File: src/rtl/axis_accel_mux_pkg.sv
// Shared types and constants for the N-way AXI4-Stream accelerator selector.
package axis_accel_mux_pkg;

   localparam int unsigned DATA_W_DEF = 128;
   localparam int unsigned CNT_W_DEF  = 32;

   // Transaction state: IDLE accepts starts, RUN streams, DRAIN waits for the final output beat.
   typedef enum logic [1:0] {
      IDLE  = 2'd0,
      RUN   = 2'd1,
      DRAIN = 2'd2
   } state_t;

   // Selector width for n slots, never narrower than one bit.
   function automatic int unsigned sel_w_f(input int unsigned n);
      return (n <= 32'd2) ? 32'd1 : 32'($clog2(n));
   endfunction

endpackage

File: src/rtl/axis_accel_mux_ctrl.sv
// Transaction controller: slot latch, completion tracking, error pulses and beat counters.
module axis_accel_mux_ctrl
   import axis_accel_mux_pkg::*;
#(
   parameter int unsigned N_ACCEL = 2,
   parameter int unsigned SEL_W   = 1,
   parameter int unsigned CNT_W   = CNT_W_DEF
) (
   input  logic               ap_clk,
   input  logic               ap_rst,
   input  logic [SEL_W-1:0]   sel_req,
   input  logic               ap_start,
   input  logic [N_ACCEL-1:0] ap_done_acc,
   input  logic               in_hs,
   input  logic               out_hs,
   input  logic               out_last_hs,
   output logic               ap_done,
   output logic               busy,
   output logic [SEL_W-1:0]   cur_sel,
   output logic               err_sel,
   output logic               err_busy,
   output logic [N_ACCEL-1:0] ap_start_acc,
   output logic [CNT_W-1:0]   in_beats,
   output logic [CNT_W-1:0]   out_beats
);

   state_t             state, state_nx;
   logic [SEL_W-1:0]   cur_sel_nx;
   logic               done_seen, done_seen_nx;
   logic               last_seen, last_seen_nx;
   logic               ap_done_nx, err_sel_nx, err_busy_nx;
   logic [N_ACCEL-1:0] start_acc_nx;
   logic [N_ACCEL-1:0] req_onehot;
   logic               done_sel, sel_ok, clr_cnt;
   logic               done_hit, last_hit;

   // Decode the requested slot and pick the done pulse of the latched slot only.
   always_comb begin
      done_sel   = 1'b0;
      req_onehot = '0;
      for (int i = 0; i < int'(N_ACCEL); i++) begin
         if (cur_sel == SEL_W'(i)) done_sel = ap_done_acc[i];
         if (sel_req == SEL_W'(i)) req_onehot[i] = 1'b1;
      end
      sel_ok = 32'(sel_req) < N_ACCEL;
   end

   // Next-state and next-output logic.
   always_comb begin
      state_nx     = state;
      cur_sel_nx   = cur_sel;
      done_seen_nx = done_seen;
      last_seen_nx = last_seen;
      ap_done_nx   = 1'b0;
      err_sel_nx   = 1'b0;
      err_busy_nx  = 1'b0;
      start_acc_nx = '0;
      clr_cnt      = 1'b0;
      done_hit     = done_seen | done_sel;
      last_hit     = last_seen | out_last_hs;
      case (state)
         IDLE: begin
            if (ap_start) begin
               if (sel_ok) begin
                  state_nx     = RUN;
                  cur_sel_nx   = sel_req;
                  done_seen_nx = 1'b0;
                  last_seen_nx = 1'b0;
                  start_acc_nx = req_onehot;
                  clr_cnt      = 1'b1;
               end else begin
                  err_sel_nx = 1'b1;
               end
            end
         end
         RUN: begin
            err_busy_nx  = ap_start;
            done_seen_nx = done_hit;
            last_seen_nx = last_hit;
            if (done_hit && last_hit) begin
               state_nx   = IDLE;
               ap_done_nx = 1'b1;
            end else if (done_hit) begin
               state_nx = DRAIN;
            end
         end
         DRAIN: begin
            err_busy_nx  = ap_start;
            last_seen_nx = last_hit;
            if (last_hit) begin
               state_nx   = IDLE;
               ap_done_nx = 1'b1;
            end
         end
         default: state_nx = IDLE;
      endcase
   end

   // State and registered control outputs.
   always_ff @(posedge ap_clk or posedge ap_rst) begin
      if (ap_rst) begin
         state        <= IDLE;
         cur_sel      <= '0;
         done_seen    <= 1'b0;
         last_seen    <= 1'b0;
         ap_done      <= 1'b0;
         busy         <= 1'b0;
         err_sel      <= 1'b0;
         err_busy     <= 1'b0;
         ap_start_acc <= '0;
      end else begin
         state        <= state_nx;
         cur_sel      <= cur_sel_nx;
         done_seen    <= done_seen_nx;
         last_seen    <= last_seen_nx;
         ap_done      <= ap_done_nx;
         busy         <= (state_nx != IDLE);
         err_sel      <= err_sel_nx;
         err_busy     <= err_busy_nx;
         ap_start_acc <= start_acc_nx;
      end
   end

   // Saturating beat counters, cleared by an accepted start and held otherwise.
   always_ff @(posedge ap_clk or posedge ap_rst) begin
      if (ap_rst) begin
         in_beats  <= '0;
         out_beats <= '0;
      end else if (clr_cnt) begin
         in_beats  <= '0;
         out_beats <= '0;
      end else begin
         if (in_hs && (in_beats != '1))   in_beats  <= in_beats + CNT_W'(1);
         if (out_hs && (out_beats != '1)) out_beats <= out_beats + CNT_W'(1);
      end
   end

endmodule

File: src/rtl/axis_accel_mux_n.sv
// N-way AXI4-Stream accelerator selector; routes host streams and control to one latched slot.
module axis_accel_mux_n
   import axis_accel_mux_pkg::*;
#(
   parameter int unsigned DATA_W  = DATA_W_DEF,
   parameter int unsigned N_ACCEL = 2,
   parameter int unsigned SEL_W   = sel_w_f(N_ACCEL),
   parameter int unsigned CNT_W   = CNT_W_DEF
) (
   input  logic                       ap_clk,
   input  logic                       ap_rst,
   input  logic [SEL_W-1:0]           sel_req,
   input  logic                       ap_start,
   output logic                       ap_done,
   output logic                       busy,
   output logic [SEL_W-1:0]           cur_sel,
   output logic                       err_sel,
   output logic                       err_busy,
   input  logic [DATA_W-1:0]          in_TDATA,
   input  logic                       in_TVALID,
   input  logic                       in_TLAST,
   output logic                       in_TREADY,
   output logic [N_ACCEL*DATA_W-1:0]  acc_in_TDATA,
   output logic [N_ACCEL-1:0]         acc_in_TVALID,
   output logic [N_ACCEL-1:0]         acc_in_TLAST,
   input  logic [N_ACCEL-1:0]         acc_in_TREADY,
   input  logic [N_ACCEL*DATA_W-1:0]  acc_out_TDATA,
   input  logic [N_ACCEL-1:0]         acc_out_TVALID,
   input  logic [N_ACCEL-1:0]         acc_out_TLAST,
   output logic [N_ACCEL-1:0]         acc_out_TREADY,
   output logic [DATA_W-1:0]          out_TDATA,
   output logic                       out_TVALID,
   output logic                       out_TLAST,
   input  logic                       out_TREADY,
   output logic [N_ACCEL-1:0]         ap_start_acc,
   input  logic [N_ACCEL-1:0]         ap_done_acc,
   output logic [CNT_W-1:0]           in_beats,
   output logic [CNT_W-1:0]           out_beats
);

   logic in_hs, out_hs, out_last_hs;

   axis_accel_mux_ctrl #(
      .N_ACCEL (N_ACCEL),
      .SEL_W   (SEL_W),
      .CNT_W   (CNT_W)
   ) u_ctrl (
      .ap_clk       (ap_clk),
      .ap_rst       (ap_rst),
      .sel_req      (sel_req),
      .ap_start     (ap_start),
      .ap_done_acc  (ap_done_acc),
      .in_hs        (in_hs),
      .out_hs       (out_hs),
      .out_last_hs  (out_last_hs),
      .ap_done      (ap_done),
      .busy         (busy),
      .cur_sel      (cur_sel),
      .err_sel      (err_sel),
      .err_busy     (err_busy),
      .ap_start_acc (ap_start_acc),
      .in_beats     (in_beats),
      .out_beats    (out_beats)
   );

   // Input data fans out to every slot; only the selected slot ever sees VALID.
   assign acc_in_TDATA = {N_ACCEL{in_TDATA}};

   // Zero-latency routing to and from the latched slot while a transaction is open.
   always_comb begin
      acc_in_TVALID  = '0;
      acc_in_TLAST   = '0;
      acc_out_TREADY = '0;
      in_TREADY      = 1'b0;
      out_TDATA      = '0;
      out_TVALID     = 1'b0;
      out_TLAST      = 1'b0;
      for (int i = 0; i < int'(N_ACCEL); i++) begin
         if (busy && (cur_sel == SEL_W'(i))) begin
            acc_in_TVALID[i]  = in_TVALID;
            acc_in_TLAST[i]   = in_TLAST;
            in_TREADY         = acc_in_TREADY[i];
            out_TDATA         = acc_out_TDATA[i*DATA_W +: DATA_W];
            out_TVALID        = acc_out_TVALID[i];
            out_TLAST         = acc_out_TLAST[i];
            acc_out_TREADY[i] = out_TREADY;
         end
      end
      in_hs       = in_TVALID & in_TREADY;
      out_hs      = out_TVALID & out_TREADY;
      out_last_hs = out_hs & out_TLAST;
   end

endmodule

File: config.mk
export PLATFORM = sky130hd
export DESIGN_NAME = axis_accel_mux_n
export DESIGN_NICKNAME = d
export VERILOG_FILES = /design/src/rtl/axis_accel_mux_pkg.sv /design/src/rtl/axis_accel_mux_ctrl.sv /design/src/rtl/axis_accel_mux_n.sv
export SDC_FILE = /design/constraint.sdc
export NUM_CORES = 1
export LEC_CHECK = 0
export CAP_MARGIN = 0
export CORE_AREA = 2 2 331 333
export DETAILED_ROUTE_END_ITERATION = 7
export DIE_AREA = 0 0 333 335
export HOLD_SLACK_MARGIN = 0.1
export MAX_ROUTING_LAYER = met4
export PLACE_DENSITY = 0.39
export SETUP_SLACK_MARGIN = 0.3
export SYNTH_ARGS = -nofsm -noshare
export SYNTH_HDL_FRONTEND = slang
export SYNTH_SLANG_ARGS = --single-unit
File: constraint.sdc
create_clock -name ap_clk -period 2.9 [get_ports ap_clk]
set_input_delay 0.29 -clock ap_clk [delete_from_list [all_inputs] [get_ports ap_clk]]
set_output_delay 0.29 -clock ap_clk [all_outputs]
set_load 0.02 [all_outputs]
==> reports/results.tsv, run 1 <==
metric	value	unit
share of cells above drive strength 1	13.6	%
Setup crit end kind	output pin	
period utilization	90.4	%
Worst path slowest cell	dfrtp_4	
Clock Latency Late Sink	370	ps
CP startpoint kind	register	
first-pass GRT wire length	79.4	mm
pre-CTS setup slack	188	ps
Cell Area, Synth	8000	um^2
GRT Total Usage	11.0	%
pwr dens	740	nW/um^2
Synthesis Warnings	0	
post-synthesis cell count	957	
Core Box Area	108000	um^2
nets@finish	1587	
CTS root buffer	clkbuf_16	
Avg Cell Area, Syn	8.36	um^2
largest net degree at the start of global routing	46	
CTS Hold Bufs	0	
Die Area	112000	um^2
ranking of synthesized cells by area	buf_4 (24%), dfrtp_1 (23%), mux2i_1 (16%)	
Std-Cell Rows	121	
WP buf/inv	3	
worst-case clock buffer depth	2	
Crit Path Class	register to output pin	
Worst-Margin Slew	736	ps
WL/cell	24.0	um
Initial Utilization	7.40	%
# DRC	0	
Initial DRC Count	293	
status	finished, final reports clean	
Synth top area share	24.2	%
Post-DRT Antenna Nets	0	
max frequency	381	MHz
delay of the slowest critical-path stage	560	ps
Slew HR	50.5	%
worst min path class	input port to asynchronous set/reset pin	
I/O Pins	863	
vias in the first global route	8176	
area grow syn2layout	74.1	%
H-tree depth	3	
worst vdd ir	0.000209	V
via count	7628	
Port Buffer Count	477	
fillers	12400	
RSZ-0062 raised after global routing	yes	
antenna violations before repair	5	
top_reg_cell synth	dfrtp_1	
DRT Wirelength	62.4	mm
cell family with most CP delay	buffers and inverters	
number of instances in the placed design	2573	
vias per inst	2.93	
final period demand of the worst path	2620	ps
Die Wd	333	um
total congestion overflow	0	
total design power	10.3	mW
HPWL Detailed	53.6	mm
register area share after synthesis	23.1	%
Setup TNS Final	0	ps
setup violators final	0	
worst endpoint required time	2610	ps
Sink Count	74	
Clock Skew	16.0	ps
final worst-path setup slack	278	ps
final hold violations	0	
max_cap viols	0	
CTS tree	built	
fraction of registers with async set/reset	100	%
Netlist cell types	40	
GPL Wtd Cong	0.845	
chip height	335	um
Num CTS Buffers	9	
P_leak	5.31	nW
first drt pass iteration count	4	
clock-pin slew on the worst setup and hold paths	70	ps
worst path cell trace	buf_16 > buf_6 > mux2i_1 > nor2b_1 > clkdlybuf4s50_1	
utilization after layout	12.9	%
Slew Viols, Final	0	
post-synth top area cell	buf_4	
number of synthesized flops with an enable pin	0	
Mapped Nets	1362	
Synth Register Bits	74	
CP arrival	2330	ps
Worst Path Max Fanout	24	
final std cells w/o fill	2604	
[worst paths after layout]
path	start	endpoint	slack (ps)	cells after the start
max	u_ctrl.cur_sel	out_TDATA[69]	280	5
min in group ap_clk	sel_req	u_ctrl.ap_start_acc[0]	490	2
min reg2reg	u_ctrl.last_seen	u_ctrl.last_seen	550	2
max reg2reg	u_ctrl.cur_sel	u_ctrl.in_beats[30]	370	6
max in group asynchronous	ap_rst	u_ctrl.out_beats[8]	1990	3
min	ap_rst	u_ctrl.in_beats[11]	260	2
[stage by stage]
stage,area (um^2),hold slack [ps]
finish,13900,257
global route,13900,299
floorplan,8000,356
global placement,13300,496
detailed placement,13300,537
CTS,13800,247
[metal layers]
metal / GRT usage [%] / vias up / part of all wire, %
li1: - / 3385 / -
met1: 12.8 / 3615 / 41
met2: 14.7 / 544 / 40
met3: 8.41 / 84 / 17
met4: 2.28 / 0 / 2.0
met5: - / - / 0
[sequential cells by signal, indices dropped and copies added, names as in the netlist]
register	flops
u_ctrl.cur_sel	1
u_ctrl.done_seen	1
u_ctrl.busy	1
u_ctrl.out_beats	32
u_ctrl.last_seen	1
u_ctrl.in_beats	32
u_ctrl.err_busy	1
u_ctrl.ap_start_acc	2
u_ctrl.ap_done	1
u_ctrl.state	2
[area by class of cell]
type	count	area, um^2	share of cell area (%)
Sequential cell	74	1860	13.3
Multi-Input combinational cell	576	4150	29.8
Tap cell	1414	1770	12.7
Clock inverter	5	37.5	0.269
Timing Repair Buffer	513	5830	41.8
Antenna cell	3	7.51	0.0539
Clock buffer	11	243	1.74
Inverter	8	30.0	0.216
[worst reg2reg max path, cell delays in order (launching register included)]
cell and delay, ps:
dfrtp_4 580, buf_4 210, mux2_4 280, nand3_1 260, or4b_4 630, or3_1 330, a21oi_1 150
[power by group]
group	switching [mW]	total (mW)	internal, mW
Combinational	4.30	7.95	3.65
Sequential	0.120	1.23	1.11
Clock	0.522	1.13	0.608
[timing repair]
item / 4_1_cts / 5_1_grt
setup endpoints to repair: 93 / 53
setup buffers: 7 / 4
gates resized for setup: 35 / 26
cloned: 1 / 0
pin swaps: 0 / 4
[layout by cell type (no fill, tap or decap), types with 12 or more instances in the layout]
cell,n
or3_1,12
and3_1,16
nor2_1,65
xor2_1,45
nand3_1,32
mux2i_1,120
nor2b_1,120
clkdlybuf4s50_1,386
o21ai_0,17
dfrtp_1,72
nand2_1,29
nand4_1,27
buf_4,31
buf_12,69
a21oi_1,13
[cells in the mapped netlist (13+ instances only)]
| master | number |
|---|---|
| nor2_1 | 65 |
| nand2_1 | 29 |
| o21ai_0 | 17 |
| mux2i_1 | 128 |
| nand4_1 | 27 |
| and2_1 | 13 |
| nor2b_1 | 130 |
| nand3_1 | 32 |
| xor2_1 | 45 |
| dfrtp_1 | 74 |
| a21oi_1 | 13 |
| clkbuf_1 | 32 |
| and3_1 | 16 |
| buf_4 | 258 |
[cells by family (layout without fill, tap and decap cells)]
group	after synthesis	count (layout)	synth area share [%]
AOI/OAI and AO/OA	40	40	3.11
xor gates and xnor gates	50	50	5.47
adders and majority gates	6	6	0.938
buffers and inverters	307	537	26.5
DFF	74	74	23.1
muxes	132	132	16.6
other	1	4	0.0469
and+or+nand+nor	347	347	24.2
(Power assumes the default switching activity.)
==> run 2, diff against run 1 <==
--- a/config.mk
+++ b/config.mk
@@ -13,6 +13,7 @@
 export MAX_ROUTING_LAYER = met4
 export PLACE_DENSITY = 0.39
 export SETUP_SLACK_MARGIN = 0.3
+export SKIP_CTS_REPAIR_TIMING = 1
 export SYNTH_ARGS = -nofsm -noshare
 export SYNTH_HDL_FRONTEND = slang
 export SYNTH_SLANG_ARGS = --single-unit
==> run 2 against run 1 <==
Compared with the run above: non-clock buffer count down 3; clock-buffer cell count unchanged; first-iteration DRC count up 26%; clock skew down 1.6 ps; combinational power about the same; critical path depth up 1; global-route usage down 0.28 points; fmax down 0.55%; largest power group unchanged.
==> reports/results.tsv, run 2 (synthesized netlist as in run 1, its figures left out) <==
metric	value	unit
status	finished, final reports clean	
final period demand of the worst path	2640	ps
Clock Latency Late Sink	370	ps
HPWL Detailed	53.6	mm
clock-pin slew on the worst setup and hold paths	70	ps
area grow syn2layout	73.7	%
CP startpoint kind	register	
vias in the first global route	8119	
chip height	335	um
setup violators final	0	
worst min path class	input port to asynchronous set/reset pin	
Die Area	112000	um^2
Setup crit end kind	output pin	
Post-DRT Antenna Nets	0	
share of cells above drive strength 1	12.9	%
CP arrival	2350	ps
fillers	12400	
r2r startpoint	u_ctrl.cur_sel	
vias per inst	2.92	
total congestion overflow	0	
DRT Wirelength	62.2	mm
reg-to-reg endpoint	u_ctrl.in_beats[30]	
max frequency	379	MHz
period utilization	90.9	%
max_cap viols	0	
commonest non-fill, non-tap cell in the layout	clkdlybuf4s50_1	
antenna violations before repair	3	
area of the multi-input gates	4120	um^2
H-tree depth	3	
pwr dens	741	nW/um^2
P_leak	5.38	nW
Worst Path Max Fanout	24	
CTS tree	built	
DP Area	13300	um^2
Slew Viols, Final	0	
r2r setup slk	320	ps
Largest regs	u_ctrl.in_beats (32), u_ctrl.out_beats (32)	
Crit Path Class	register to output pin	
first-pass GRT wire length	77.8	mm
CTS root buffer	clkbuf_16	
GPL Wtd Cong	0.845	
worst endpoint required time	2610	ps
worst vdd ir	0.000209	V
first drt pass iteration count	7	
Clock Skew	14.4	ps
via count	7589	
most frequent cells in the layout	clkdlybuf4s50_1 (386), nor2b_1 (121), mux2i_1 (119), dfrtp_1 (72), buf_12 (70)	
WL/cell	23.9	um
final hold violations	0	
largest net degree at the start of global routing	49	
Num CTS Buffers	9	
RSZ-0062 raised after global routing	yes	
# DRC	0	
Initial Utilization	7.40	%
r2r worst-path depth	5	
I/O Pins	863	
Seq. cell area	1860	um^2
Die Wd	333	um
GRT Total Usage	10.7	%
Sink Count	74	
final instance area	13900	um^2
Port Buffer Count	477	
worst-case clock buffer depth	2	
Slew HR	49.1	%
Initial DRC Count	369	
Setup TNS Final	0	ps
Core Box Area	108000	um^2
Worst-Margin Slew	758	ps
Std-Cell Rows	121	
nets@finish	1584	
[run 2: cell count changes in the layout (fill, tap and decap cells not counted), sizes merged]
cell	delta
buf	-3
bufbuf	-1
clkbuf	+1
dlygate4sd2	-10
dlymetal6s2s	+10
[run 2: routing by layer]
metal  track usage, %  share of wire [%]  vias up
met5                -                  0        -
met4             2.30                1.9        0
met3             8.21                 17       83
met2             14.0                 40      551
met1             12.6                 41     3578
li1                 -                  -     3377
[run 2: how the worst max path moves through the flow]
stage	depth (start not counted)	end	startpoint
final	6	out_TDATA[13]	u_ctrl.cur_sel
after detailed placement	4	out_TDATA[118]	u_ctrl.cur_sel
after global placement	4	out_TDATA[118]	u_ctrl.cur_sel
after floorplan	7	u_ctrl.in_beats[30]	u_ctrl.in_beats[0]
after global routing	4	out_TLAST	u_ctrl.cur_sel
after CTS	4	out_TDATA[118]	u_ctrl.cur_sel
[run 2: worst max-delay path, cell delays in order (launching register included)]
cell and delay, ps:
dfrtp_4 580, buf_4 190, clkbuf_16 220, mux2i_1 170
buf_4 170, nor2b_1 430, buf_12 180
[run 2: report_power, final]
part | internal [mW] | leakage (nW) | switching (mW)
logic | 3.63 | 4.23 | 4.30
clock network | 0.608 | 0.133 | 0.519
registers | 1.11 | 1.02 | 0.122
[run 2: final cells by class]
type | count | share of cell area (%)
timing repair buffer | 510 | 42.0
multi-input combinational | 576 | 29.6
sequential | 74 | 13.4
tap | 1414 | 12.7
clock buffer | 11 | 1.75
clock inverter | 5 | 0.270
inverter | 8 | 0.216
antenna | 3 | 0.0540
[run 2: per-stage QoR]
stage / std cells / setup slack (ps) / hold WS [ps] / total power [mW] / util (%)
final: 2601 / 264 / 257 / 10.3 / 12.9
after global routing: 2600 / 199 / 299 / 11.0 / 12.9
after CTS: 2589 / -253 / 247 / 10.3 / 12.6
after detailed placement: 2573 / 188 / 537 / 9.07 / 12.3
after global placement: 2573 / 178 / 496 / 9.07 / 12.3
after floorplan: 957 / 608 / 356 / 4.74 / -
